<file path="src/rtl/calculations.sv">
`default_nettype none
// ============================================================================
// Module   : calculations
// Brief    : Execute stage of the 16-bit multi-cycle processor. Operand
//            muxes, ALU with zero/negative/carry flags, ALUOut and B
//            pipeline registers, and the next-PC mux.
// Options  : CALC_MUL_EN - when defined, ALUOp 11 is an unsigned multiply
//            (low WIDTH bits). When undefined, ALUOp 11 yields 0 and no
//            multiplier is built.
// Revision : 1.0 - initial release
// ============================================================================
module calculations #(
   parameter int WIDTH  = 16,
   parameter int PC_INC = 2
) (
   input  logic             clk,
   input  logic             reset,
   input  logic [WIDTH-1:0] input_A,
   input  logic [WIDTH-1:0] input_B,
   input  logic [WIDTH-1:0] input_PC,
   input  logic [WIDTH-1:0] input_imm,
   input  logic [1:0]       input_ALUSrcA,
   input  logic [1:0]       input_ALUSrcB,
   input  logic [3:0]       input_ALUOp,
   input  logic             input_PCSrc,
   output logic [WIDTH-1:0] output_ALUOut_sr,
   output logic [WIDTH-1:0] output_B_sr,
   output logic [WIDTH-1:0] output_ALUMuxOut,
   output logic             output_Zero,
   output logic             output_negative,
   output logic             output_carry
);

   localparam logic [3:0] OP_ADD    = 4'd0;
   localparam logic [3:0] OP_SUB    = 4'd1;
   localparam logic [3:0] OP_AND    = 4'd2;
   localparam logic [3:0] OP_OR     = 4'd3;
   localparam logic [3:0] OP_XOR    = 4'd4;
   localparam logic [3:0] OP_NOR    = 4'd5;
   localparam logic [3:0] OP_SLL    = 4'd6;
   localparam logic [3:0] OP_SRL    = 4'd7;
   localparam logic [3:0] OP_SRA    = 4'd8;
   localparam logic [3:0] OP_SLT    = 4'd9;
   localparam logic [3:0] OP_PASS_B = 4'd10;
   localparam logic [3:0] OP_MUL    = 4'd11;

   localparam logic [WIDTH-1:0] PC_INC_VAL = WIDTH'(PC_INC);

   logic [WIDTH-1:0] op_a;
   logic [WIDTH-1:0] op_b;
   logic [WIDTH:0]   add_sum;
   logic [WIDTH:0]   sub_sum;
   logic [WIDTH-1:0] alu_res;
   logic             alu_carry;
   logic             slt_bit;
   logic [WIDTH-1:0] aluout_sr;
   logic [WIDTH-1:0] b_sr;

   // Operand selection: A from PC/register/zero, B from register/PC step/immediate forms
   always_comb begin
      op_a = '0;
      op_b = '0;
      case (input_ALUSrcA)
         2'd0:    op_a = input_PC;
         2'd1:    op_a = input_A;
         default: op_a = '0;
      endcase
      case (input_ALUSrcB)
         2'd0:    op_b = input_B;
         2'd1:    op_b = PC_INC_VAL;
         2'd2:    op_b = input_imm;
         default: op_b = {input_imm[WIDTH-2:0], 1'b0};
      endcase
   end

   // Shared 17-bit sums so carry-out is bit WIDTH; SUB carry=1 means no borrow
   always_comb begin
      add_sum = {1'b0, op_a} + {1'b0, op_b};
      sub_sum = {1'b0, op_a} + {1'b0, ~op_b} + {{WIDTH{1'b0}}, 1'b1};
      slt_bit = ($signed(op_a) < $signed(op_b));
   end

   // ALU operation decode; carry is only meaningful for ADD/SUB
   always_comb begin
      alu_res   = '0;
      alu_carry = 1'b0;
      case (input_ALUOp)
         OP_ADD: begin
            alu_res   = add_sum[WIDTH-1:0];
            alu_carry = add_sum[WIDTH];
         end
         OP_SUB: begin
            alu_res   = sub_sum[WIDTH-1:0];
            alu_carry = sub_sum[WIDTH];
         end
         OP_AND:    alu_res = op_a & op_b;
         OP_OR:     alu_res = op_a | op_b;
         OP_XOR:    alu_res = op_a ^ op_b;
         OP_NOR:    alu_res = ~(op_a | op_b);
         OP_SLL:    alu_res = op_a << op_b[3:0];
         OP_SRL:    alu_res = op_a >> op_b[3:0];
         OP_SRA:    alu_res = $signed(op_a) >>> op_b[3:0];
         OP_SLT:    alu_res = {{(WIDTH-1){1'b0}}, slt_bit};
         OP_PASS_B: alu_res = op_b;
`ifdef CALC_MUL_EN
         OP_MUL:    alu_res = op_a * op_b;
`else
         OP_MUL:    alu_res = '0;
`endif
         default:   alu_res = '0;
      endcase
   end

   // Flags and next-PC select are combinational so branches resolve same cycle
   always_comb begin
      output_Zero      = (alu_res == '0);
      output_negative  = alu_res[WIDTH-1];
      output_carry     = alu_carry;
      output_ALUMuxOut = input_PCSrc ? aluout_sr : alu_res;
   end

   // Pipeline registers: latch ALU result and store data every cycle, cleared on reset
   always_ff @(posedge clk) begin
      if (reset) begin
         aluout_sr <= '0;
         b_sr      <= '0;
      end else begin
         aluout_sr <= alu_res;
         b_sr      <= input_B;
      end
   end

   assign output_ALUOut_sr = aluout_sr;
   assign output_B_sr      = b_sr;

endmodule
`default_nettype wire

</file>
<file path="config.mk">
export PLATFORM = sky130hd
export DESIGN_NAME = calculations
export DESIGN_NICKNAME = d
export VERILOG_FILES = /design/src/rtl/calculations.sv
export SDC_FILE = /design/constraint.sdc
export NUM_CORES = 1
export LEC_CHECK = 0
export ABC_AREA = 1
export CORE_MARGIN = 8
export CORE_UTILIZATION = 25
export DETAILED_ROUTE_END_ITERATION = 8
export PLACE_DENSITY = 0.41
export SLEW_MARGIN = 20
export SYNTH_ARGS = -nofsm -noshare
export SYNTH_HDL_FRONTEND = slang
export SYNTH_SLANG_ARGS = --single-unit
export TNS_END_PERCENT = 1
</file>
<file path="constraint.sdc">
create_clock -name clk -period 4.6 [get_ports clk]
set_clock_uncertainty 0.2 [all_clocks]
set_input_delay 0.69 -clock clk [delete_from_list [all_inputs] [get_ports clk]]
set_output_delay 0.69 -clock clk [all_outputs]
set_load 0.05 [all_outputs]
</file>
==> results.cfg <==
[run_status]
status = finished clean

[clock_tree]
cts.reportedPaths.clkPinSlew_ns = 0.05
cts_buffers = 5
cts_tree = done
clock_path_buffers = 2
cts_sinks = 32
h-tree-depth = 2
cts_hold_buf = 0
clockRootBuffer = clkbuf_16

[die]
die_h_um = 172
rows = 57
dieArea_sq_mm = 0.0296
pin_count = 126
fp.dieW_um = 172
initial_core_util = 0.253
coreArea_sq_mm = 0.0241

[sta]
fin_crit_sh = 0.985
rsz0062_at_grt = yes
slew_viol_final = 0
setup_viol = 0
relSlewSlack = 0.308
fmax_mhz = 221
finalHoldViolCount = 0
period_needed_ns = 4.53
tightest_slew_ns = 1.04

[cells_and_area]
nFillCells = 2667
design_area_sq_mm = 0.0106
fin_util = 0.442
areaGrowthSynthToFinish_pct = 74.8
drive_gt1_frac = 0.329
nets = 1622
antennaDiodeCount = 0

[power_and_ir_drop]
vdd_drop_max_mv = 0.131
p_per_area_mw_per_mm2 = 216
leakage_nw = 5.26

[detailed_routing]
first_iter_violations = 662
num_vias = 8873
viasPerCell = 4.87
ant_nets = 0
routedWlPerCell_um = 18.2
drt_pass1_iterations = 5
routed_wl_um = 33200
drcViolationCount = 0

[place]
hpwl_um = 27600
gp_congestion = 0.945
placed_area_sq_mm = 0.00924
portBuffers = 125

[global_routing]
met1_usage = 0.302
top_usage_layer = met2
antenna_found_initial = 0
met2_usage = 0.353
overflow = 0
grt_pass1_vias = 8401
grt_usage = 0.217
grt_use_met3 = 0.0153
grt_pass1_wl_um = 49400
grt_max_degree = 34

[synthesis]
syn_inst = 1162
yosysSeqAreaShare = 0.105
post_synth_num_cell_types = 41
synth_flop_cell = dfxtp_1
netlist.area_leader.share = 0.232
synth_area_leader_cell = nand2_1
netlist_area_sq_mm = 0.00609
yosysWarnings = 0
postSynthAreaPerCell_sq_um = 5.24
synth_edf_count = 0
ys_seq_elements = 32
yosysMostFrequentCell = nand2_1
synthTopCellsByArea = nand2_1, nand3_1, dfxtp_1, ha_1, inv_1
synth_common_cells = nand2_1, nand3_1, inv_1, nor2_1, o21ai_0
synth-async-reset-ratio = 0
synth_fp_nets = 1288

[setup_path]
endpoint_kind = output pin
required_ns = 3.71
cp-start-kind = primary input
crit_arrival_ns = 3.64
cp_max_fo = 4
crit_type = primary input to output pin

[hold_path]
hold_path_class = primary input to flip-flop

[flow_run]
cap_violations = 0
power by group:
group | switching, mW | internal (mW) | leakage [nW] | total (mW)
registers | 0.00807 | 0.299 | 0.265 | 0.307
logic | 0.927 | 0.687 | 4.91 | 1.61
clock network | 0.127 | 0.255 | 0.0808 | 0.382
total | 1.06 | 1.24 | 5.26 | 2.30
flip-flops by register name, summed over array words and instances (netlist names):
register and cells:
output_B_sr 16, output_ALUOut_sr 16
per-layer routing:
| layer | part of all wire | vias up |
|---|---|---|
| li1 | - | 4428 |
| met1 | 0.46 | 4129 |
| met2 | 0.46 | 272 |
| met3 | 0.055 | 44 |
| met4 | 0.027 | 0 |
| met5 | 0 | - |
cells by family (layout without fill, tap and decap cells):
group	count (synthesis)	in the layout	synth area share
adder cells (fa/ha/maj)	51	51	0.107
buffers and inverters	191	526	0.132
flip-flops	32	32	0.105
XOR/XNOR	1	1	0.00144
AO/OA/AOI/OAI	148	148	0.134
AND/OR/NAND/NOR	739	739	0.521
cell usage in the layout, fill, tap and decap left out, types with 32 or more instances in the layout:
master	count
nand2_1	337
buf_4	242
nand3_1	160
inv_1	117
clkdlybuf4s50_1	99
nor2_1	86
nand2_2	39
o21ai_0	36
a21oi_1	33
dfxtp_1	32
critical path, stage by stage:
cell             delay [ns]
clkdlybuf4s50_1        0.49
nand3b_2               0.16
nand2_1                0.10
nor2_4                 0.25
ha_4                   0.25
nor2_1                 0.10
nand2_1                0.09
nand2_4                0.13
nand3_4                0.10
nand2_4                0.10
buf_4                  0.10
nand2_1                0.04
nand3_1                0.09
nand4_1                0.18
nor2_2                 0.19
nand2_1                0.09
nor2_2                 0.13
nand2_2                0.08
nor2_4                 0.14
buf_12                 0.14
per-stage QoR:
stage                     worst slack (ns)  hold slack [ns]  power [mW]  cells  setup TNS (ns)
after global routing               -0.0812            0.793        2.45   1821          -0.199
after detailed placement            -0.828             1.05        1.68   1782           -9.77
after global placement              -0.925             1.05        1.69   1782          -10.22
after floorplan                     -0.253            0.597        1.03   1162           -1.43
after CTS                          0.00179            0.756        2.18   1803               0
final                               0.0670            0.761        2.30   1821               0
area by class of cell:
cell class	instances	area (sq um)	share of cell area
clock inverter	2	35.0	0.00329
tap	324	405	0.0381
sequential	32	641	0.0602
clock buffer	6	129	0.0121
multi-input combinational	939	5580	0.524
timing repair buffer	374	3300	0.310
inverter	144	559	0.0525
worst paths after layout:
check / from / to / slack (ns) / cells past startpoint
setup / recovery: input_imm[1] / output_Zero / 0.07 / 20
hold / removal: input_B[5] / output_B_sr[5] / 0.76 / 3
timing repair:
item / in CTS / in global routing
setup buffers: 13 / 21
endpoints found under the setup margin: 19 / 18
hold endpoints to repair: 0 / 0
pin swaps: 33 / 79
resized for setup: 124 / 166
cloned: 0 / 0
Power figures use the tool's default switching activity.
